`config.mk`:
```
export PLATFORM = sky130hd
export DESIGN_NAME = byte_frame_bridge
export DESIGN_NICKNAME = d
export VERILOG_FILES = /design/src/rtl/byte_frame_bridge.sv
export SDC_FILE = /design/constraint.sdc
export NUM_CORES = 1
export LEC_CHECK = 0
export CORE_MARGIN = 2
export CORE_UTILIZATION = 50
export DETAILED_ROUTE_END_ITERATION = 16
export MAX_ROUTING_LAYER = met4
export PLACE_DENSITY = 0.89
export SETUP_SLACK_MARGIN = 0.15
export SYNTH_ARGS = -nofsm -noshare
export SYNTH_HDL_FRONTEND = slang
export SYNTH_SLANG_ARGS = --single-unit
```
`constraint.sdc`:
```
create_clock -name clk -period 4.1 [get_ports clk]
set_input_delay 0.82 -clock clk [delete_from_list [all_inputs] [get_ports clk]]
set_output_delay 0.82 -clock clk [all_outputs]
set_load 0.005 [all_outputs]
```
`src/rtl/byte_frame_bridge.sv`:
```
// Byte-serial pad bridge: packs RX bytes into operand frames for a wide core
// and streams core results back out MSB-first with a byte strobe.
module byte_frame_bridge #(
  parameter int IN_WORDS  = 4,
  parameter int OUT_WORDS = 1,
  parameter int WORD_W    = 32,
  parameter int SKIP_DUP  = 0
) (
  input  logic                          clk,
  input  logic                          rst_n,
  input  logic [7:0]                    in_byte,
  input  logic                          in_stb,
  input  logic                          in_sof,
  output logic [IN_WORDS*WORD_W-1:0]    frame_data,
  output logic                          frame_valid,
  input  logic                          frame_ready,
  input  logic [OUT_WORDS*WORD_W-1:0]   res_data,
  input  logic                          res_valid,
  output logic                          res_ready,
  output logic [7:0]                    out_byte,
  output logic                          out_stb,
  output logic                          res_tgl,
  output logic                          overrun
);

  localparam int IW  = IN_WORDS * WORD_W;
  localparam int OW  = OUT_WORDS * WORD_W;
  localparam int IB  = IW / 8;
  localparam int OB  = OW / 8;
  localparam int RCW = $clog2(IB + 1);
  localparam int TCW = $clog2(OB + 1);
  localparam logic [RCW-1:0] RX_LAST = RCW'(IB - 1);
  localparam logic [TCW-1:0] TX_LAST = TCW'(OB - 1);

  typedef enum logic { RX_FILL, RX_HOLD } rx_st_e;
  typedef enum logic { TX_IDLE, TX_SEND } tx_st_e;

  rx_st_e          rx_st_q, rx_st_d;
  logic [RCW-1:0]  rx_cnt_q, rx_cnt_d;
  logic [IW-1:0]   frame_q, frame_d;
  logic            ovr_q, ovr_d;

  tx_st_e          tx_st_q, tx_st_d;
  logic [TCW-1:0]  tx_cnt_q, tx_cnt_d;
  logic [OW-1:0]   sh_q, sh_d;
  logic [OW-1:0]   last_q, last_d;
  logic            tgl_q, tgl_d;

  logic            take;
  logic            first;
  logic [RCW-1:0]  cnt_cur;

  always_ff @(posedge clk or negedge rst_n) begin
    if (!rst_n) begin
      rx_st_q  <= RX_FILL;
      rx_cnt_q <= '0;
      frame_q  <= '0;
      ovr_q    <= 1'b0;
      tx_st_q  <= TX_IDLE;
      tx_cnt_q <= '0;
      sh_q     <= '0;
      last_q   <= '0;
      tgl_q    <= 1'b0;
    end else begin
      rx_st_q  <= rx_st_d;
      rx_cnt_q <= rx_cnt_d;
      frame_q  <= frame_d;
      ovr_q    <= ovr_d;
      tx_st_q  <= tx_st_d;
      tx_cnt_q <= tx_cnt_d;
      sh_q     <= sh_d;
      last_q   <= last_d;
      tgl_q    <= tgl_d;
    end
  end

  // A byte arriving with the HOLD handshake starts the next frame.
  always_comb begin
    rx_st_d  = rx_st_q;
    rx_cnt_d = rx_cnt_q;
    frame_d  = frame_q;
    ovr_d    = 1'b0;
    take     = 1'b0;
    first    = 1'b0;
    cnt_cur  = rx_cnt_q;
    unique case (rx_st_q)
      RX_FILL: begin
        if (in_stb) begin
          take  = 1'b1;
          first = in_sof;
        end
      end
      RX_HOLD: begin
        if (frame_ready) begin
          rx_st_d  = RX_FILL;
          rx_cnt_d = '0;
          if (in_stb) begin
            take  = 1'b1;
            first = 1'b1;
          end
        end else if (in_stb) begin
          ovr_d = 1'b1;
        end
      end
      default: ;
    endcase
    if (take) begin
      frame_d = (frame_q << 8) | IW'(in_byte);
      cnt_cur = first ? '0 : rx_cnt_q;
      if (cnt_cur == RX_LAST) begin
        rx_st_d  = RX_HOLD;
        rx_cnt_d = '0;
      end else begin
        rx_st_d  = RX_FILL;
        rx_cnt_d = cnt_cur + RCW'(1);
      end
    end
  end

  // Suppressed duplicates leave the shift register alone so out_byte holds.
  always_comb begin
    tx_st_d  = tx_st_q;
    tx_cnt_d = tx_cnt_q;
    sh_d     = sh_q;
    last_d   = last_q;
    tgl_d    = tgl_q;
    unique case (tx_st_q)
      TX_IDLE: begin
        if (res_valid &&
            !((SKIP_DUP != 0) && (res_data == last_q))) begin
          sh_d     = res_data;
          last_d   = res_data;
          tgl_d    = ~tgl_q;
          tx_st_d  = TX_SEND;
          tx_cnt_d = '0;
        end
      end
      TX_SEND: begin
        if (tx_cnt_q == TX_LAST) begin
          tx_st_d = TX_IDLE;
        end else begin
          tx_cnt_d = tx_cnt_q + TCW'(1);
          sh_d     = sh_q << 8;
        end
      end
      default: ;
    endcase
  end

  assign frame_data  = frame_q;
  assign frame_valid = (rx_st_q == RX_HOLD);
  assign overrun     = ovr_q;
  assign res_ready   = (tx_st_q == TX_IDLE);
  assign out_stb     = (tx_st_q == TX_SEND);
  assign out_byte    = sh_q[OW-1 -: 8];
  assign res_tgl     = tgl_q;

endmodule
```
==> impl_metrics.py <==
metrics = {
    "logic_synthesis": {
        "synth_edf_count": 0,
        "ys_types": 38,
        "yosysTopAreaCellShare_pct": 57.3,
        "seq_area_frac_synth_pct": 57.3,
        "synthesis.nets": 506,
        "synth_ff_type": "dfrtp_1",
        "yosysWarnings": 0,
        "synth_cells": 457,
        "ys_ff_latch": 172,
        "postSynthAreaPerCell_um2": 16.4,
        "async_flop_share_pct": 100,
        "synth.area.top_cells": "dfrtp_1 57%, mux2_4 22%, mux2_2 8.7%",
        "syn-cell-area_um2": 7510,
        "synth_top_cell_by_area": "dfrtp_1",
    },
    "critical_path": {
        "path_max_fanout": 22,
        "cp_slowest_cell": "dfrtp_1",
        "path_cells": "inv_2 > clkdlybuf4s50_1",
        "path_delay_family": "flip-flops",
        "r2r_end": "sh_q[17]",
        "cp_num_cells": 2,
        "ff2ff_path_depth": 4,
        "required_ns": 3.28,
        "crit_path_end_kind": "primary output",
        "regToRegStartpoint": "tx_cnt_q[0]",
        "start_kind": "register",
        "cpPeakStageDelay_ns": 0.79,
        "path_class": "reg -> out",
        "path_buf_inv": 2,
        "crit_end": "res_ready",
        "worstPathArrival_ns": 1.89,
        "reg2reg_slack_ns": 1.83,
        "critPathLaunch": "out_stb",
    },
    "flow_run": {
        "drv_cap": 0,
    },
    "finish": {
        "diodes": 0,
        "drive_gt1_share_pct": 32.1,
        "final_nets": 684,
        "regArea_um2": 4300,
        "multi_input_area_um2": 2920,
        "syn_to_final_growth_pct": 33.9,
        "fin_util_pct": 68.9,
        "fillCellCount": 936,
    },
    "floorplan": {
        "die_w_um": 127,
        "std_cell_rows": 44,
        "core-area_um2": 14600,
        "die_h_um": 127,
        "ios": 187,
        "die_area_um2": 16000,
        "start_util_pct": 51.5,
    },
    "placed_design": {
        "dp_slack_ns": 1.05,
        "place.gp.congestion": 0.799,
        "place_hpwl_um": 10800,
        "port_buffers": 186,
    },
    "power": {
        "power_frac_seq_pct": 39.7,
        "power_switching_uw": 2000,
        "clock_power_share_pct": 24.5,
        "p_leak_uw": 0.00456,
        "peakVddDrop_mv": 0.350,
        "p_comb_share_pct": 35.8,
        "p_int_uw": 5360,
        "report.power.total_uw": 7360,
        "p_per_area_nw_per_um2": 732,
        "swShare_pct": 27.2,
    },
    "grt": {
        "first_global_vias": 4670,
        "antenna_found_initial": 0,
        "grt_overflow": 0,
        "grt_usage_pct": 21.0,
        "grt_max_degree": 115,
        "grt_pass1_wl_um": 25600,
    },
    "sta": {
        "finalWorstSetupSlack_ns": 1.39,
        "setup_viol": 0,
        "fin_skew_ns": 0.00680,
        "worst_hold_slack_ns": 0.487,
        "rsz0062_at_grt": "no",
        "min_period_ns": 2.71,
        "worstMarginPinSlew_ns": 1.03,
        "finalHoldViolations": 0,
        "max_freq_mhz": 368,
        "period_share_pct": 66.2,
        "timing.setup.tns_ns": 0,
        "slew_violations": 0,
        "relSlewSlack_pct": 31.5,
    },
    "routing": {
        "drc_errors": 0,
        "drt_iter0_drc": 308,
        "routedWlPerCell_um": 19.1,
        "drt-pass1-iter-count": 4,
        "vias": 4395,
        "via_per_inst": 5.28,
        "wl_um": 15900,
        "postRouteAntennaNets": 0,
    },
    "clock_tree": {
        "post_cts_resized": 0,
        "cts.path.max_buffers": 2,
        "cts_sinks": 172,
        "path_clk_slew_ns": 0.06,
        "root_buffer": "clkbuf_16",
        "cts_max_level": 4,
        "cts_tree": "built",
        "clock_latency_ns": 0.42,
        "cts_buffers": 17,
        "cts_setup_buffers": 0,
        "cts_hold_buf": 0,
    },
    "outcome": {
        "status": "finished, final reports clean",
    },
    "worst_hold_path": {
        "hold_start": "sh_q[26]",
        "hp-class": "reg -> reg",
        "whs_path_depth": 1,
    },
}
state kept, by name (all words and copies together) (netlist names):
signal       flops
tx_cnt_q         3
frame_data     128
rx_cnt_q         5
overrun          1
frame_valid      1
sh_q            32
res_tgl          1
out_stb          1
layout make-up:
cell class                 count  area share, %
clock buffer                  21           4.48
clock inverter                11           2.13
inverter                       3          0.112
multi-input combinational    249           29.1
sequential                   172           42.8
tap                          184           2.29
timing repair buffer         192           19.1
cells in the mapped netlist (3+ instances only):
master and instances:
mux2_1 9, o21ai_0 11, buf_6 16, buf_4 9, mux2_2 58, mux2i_1 11
mux2_4 110, nand2_1 6, buf_2 6, nand3_1 10, nor2_1 3, ha_1 3
dfrtp_1 172
layout by cell type (no fill, tap or decap), types with 3 or more instances in the layout:
master	count
clkdlybuf4s50_1	185
dfrtp_1	172
mux2_4	110
mux2_2	58
clkbuf_16	17
mux2i_1	11
o21ai_0	11
nand3_1	10
mux2_1	9
nand2_1	6
bufinv_16	6
buf_4	5
nor2_1	3
ha_1	3
clkbuf_1	3
power groups by stage:
stage                     Sequential (uW)  Combinational [uW]  Clock (uW)
after CTS                            2930                2660        1840
final                                2920                2630        1800
after floorplan                      2800                1340           0
after global routing                 3020                2800        1910
after global placement               2870                2560           0
after detailed placement             2940                2640           0
metrics by stage:
stage / instances / area [um2]
final: 832 / 10100
after global routing: 832 / 10100
after floorplan: 457 / 7510
after detailed placement: 800 / 9390
after CTS: 832 / 10100
after global placement: 800 / 9390
layer usage:
layer / wire, um / GRT usage (%) / share of wire (%) / up-vias
li1: - / - / - / 1977
met1: 6970 / 27.1 / 44 / 2201
met2: 7340 / 31.3 / 46 / 187
met3: 1220 / 6.50 / 7.7 / 30
met4: 401 / 8.27 / 2.5 / 0
met5: 0 / - / 0 / -
worst min-delay path by stage:
| stage | endpoint | slack, ns |
|---|---|---|
| after floorplan | sh_q[22] | 0.45 |
| after global placement | res_tgl | 0.46 |
| after detailed placement | sh_q[26] | 0.48 |
| after CTS | sh_q[26] | 0.49 |
| after global routing | res_tgl | 0.50 |
| final | sh_q[26] | 0.49 |
worst reg2reg max path, stage by stage (launching register included):
cell	delay, ns
dfrtp_1	0.40
ha_1	0.21
ha_1	0.39
o21ai_4	0.70
mux2_2	0.44
kinds of logic after synthesis:
group	after synthesis	synth area share, %
AND/OR/NAND/NOR	32	2.38
XOR/XNOR	2	0.233
multiplexers	188	33.5
buffers and inverters	36	3.95
AO/OA/AOI/OAI	24	2.13
adder cells (fa/ha/maj)	3	0.500
flip-flops	172	57.3
Power figures use the tool's default switching activity.
==> patch: new RTL, same settings <==
Register the output `overrun` once more, cleared by the reset; this adds one clock of latency there. The other outputs are not delayed to match.
--- a/src/rtl/byte_frame_bridge.sv
+++ b/src/rtl/byte_frame_bridge.sv
@@ -149,7 +149,13 @@
 
   assign frame_data  = frame_q;
   assign frame_valid = (rx_st_q == RX_HOLD);
-  assign overrun     = ovr_q;
+  always_ff @(posedge clk or negedge rst_n) begin
+    if (!rst_n) begin
+      overrun <= '0;
+    end else begin
+      overrun <= ovr_q;
+    end
+  end
   assign res_ready   = (tx_st_q == TX_IDLE);
   assign out_stb     = (tx_st_q == TX_SEND);
   assign out_byte    = sh_q[OW-1 -: 8];
Formal check against the unedited RTL: same outputs for any inputs over 10 cycles, from zero or initial values and one cycle with rst_n low; that may be too few to reach the edited logic, so the function may still have changed.
==> patch against the unedited design <==
First-iteration DRC count decreased by 6.8%; core utilization shrank 0.28 points; wire length down 0.15%; die area increased by 0.34%; cell area about the same; power shrank 1.2%; setup slack improved by 46 ps; sequential cell count increased by 1; sequential share of layout area increased by 0.26 points; area after synthesis grew 0.35%; critical endpoint unchanged; largest power group unchanged; highest routed layer unchanged.
==> patch: results (changes against the unedited design) <==
Area contributors post-synth=dfrtp_1 57%, mux2_4 22%, mux2_2 8.8% (was dfrtp_1 57%, mux2_4 22%, mux2_2 8.7%); GPL Wtd Cong=0.8433 (was 0.7987); clock tree buffer depth=2 (unchanged); antenna violations before repair=0 (unchanged); Antenna diodes=0 (unchanged); clk root buf=clkbuf_16 (unchanged); Resized cells post-CTS=0 (unchanged); synth unique cells=38 (unchanged); Via density=5.278 (was 5.282); share of cells above drive strength 1=31.94% (was 32.10%); DP HPWL=11070 um (was 10850 um); Max Used Layer=met4 (unchanged); worst skew pair latency=420 ps (about the same); H-Tree Depth=4 (unchanged); Worst-Margin Slew=824.1 ps (was 1027 ps); maxcap violations=0 (unchanged); critical path arrival=1850 ps (was 1890 ps); Ys Warns=0 (unchanged); DR pass1 iterations=4 (unchanged); Pleak=4.575 nW (was 4.564 nW); Clock Skews=6.019 ps (was 6.796 ps); clk slew on worst S/H paths=60 ps (about the same); outcome=completed (unchanged); max reg flops=128 (unchanged); DRT iter0 DRCs=287 (was 308); vias in the first global route=4649 (was 4670); PortBufs=186 (unchanged); top cells by count, synth=173 x dfrtp_1, 110 x mux2_4, 59 x mux2_2, 16 x buf_6, 11 x mux2i_1 (was 172 x dfrtp_1, 110 x mux2_4, 58 x mux2_2, 16 x buf_6); syn_nets=507 (was 506); metal1 wirelength=6984 um (was 6969 um); sequential fraction of the synthesis area=57.44% (was 57.30%); GRT Overall Usage=21.15% (was 21.04%); worst min path class=reg2reg (unchanged); VDD IR-drop max=0.3528 mV (was 0.3502 mV); final WL=15910 um (was 15930 um); Pint=5.312 mW (was 5.360 mW); FFs w/ async S/R, synth=100.0% (unchanged); Fillers=941 (was 936); met3 routed WL=1261 um (was 1222 um); Post-CTS Setup Bufs=0 (unchanged); cts bufs inserted=17 (unchanged); critical path peak fanout=12 (was 22); largest net degree at the start of global routing=90 (was 115); first-pass GRT wire length=25620 um (was 25630 um); Met2 Wirelength=7299 um (was 7335 um); layout net count=685 (was 684)
## patch: changes by cell type after synthesis
cell     delta
o22ai_1     +1
o21ai_0     -1
mux2_2      +1
inv_1       +1
inv_2       -1
dfrtp_1     +1
mux2_1      -1
## patch: path summary, 6_finish.rpt
| path | from | endpoint | slack [ps] | cells after the start |
|---|---|---|---|---|
| worst max-delay path | out_stb | res_ready | 1430 | 2 |
| worst min-delay path | ovr_q | overrun | 350 | 0 |
| worst max register to register | tx_cnt_q[0] | sh_q[13] | 1800 | 4 |
| worst min register to register | ovr_q | overrun | 350 | 0 |
| max in group asynchronous | rst_n | frame_data[16] | 2490 | 2 |
| min in group asynchronous | rst_n | sh_q[1] | 460 | 1 |
## patch: logic make-up after synthesis
family	share of synthesized area (%)
adder cells (fa/ha/maj)	0.4981
flip-flops	57.44
AO/OA/AOI/OAI	2.142
buffers and inverters	3.934
XOR/XNOR	0.2324
multiplexers	33.38
AND/OR/NAND/NOR	2.374
## patch: power groups by stage
stage | logic (mW) | registers (mW) | clock network (mW)
after floorplan | 1.35 | 2.81 | 0
after global placement | 2.58 | 2.88 | 0
after detailed placement | 2.66 | 2.93 | 0
after CTS | 2.68 | 2.91 | 1.75
after global routing | 2.84 | 3.00 | 1.82
final | 2.65 | 2.90 | 1.72
## patch: through the flow
step / cells / setup slack, ps / area [um2]
6_report: 832 / 1432 / 10050
3_3_place_gp: 801 / 1127 / 9417
4_1_cts: 832 / 1429 / 10050
2_1_floorplan: 458 / 2126 / 7537
3_5_place_dp: 801 / 1034 / 9417
5_1_grt: 832 / 1312 / 10050
## patch: cell type report
class,instances,area (um2),area share (%)
clock buffers,25,505.5,5.029
repair buffers,192,1921,19.11
inverters,3,11.26,0.1120
flip-flops and latches,173,4329,43.07
multi-input cells,249,2925,29.10
well taps,184,230.2,2.290
clock inverters,6,130.1,1.295
## patch: critical path, cell delays in order, from the launching register on
cell and delay [ps]:
dfrtp_1 650, inv_1 280, clkdlybuf4s50_1 510
## patch: routing by layer
layer / GRT usage [%] / vias up
met3: 6.959 / 28
met2: 31.32 / 180
li1: - / 1973
met5: - / -
met4: 7.434 / 0
met1: 27.60 / 2210
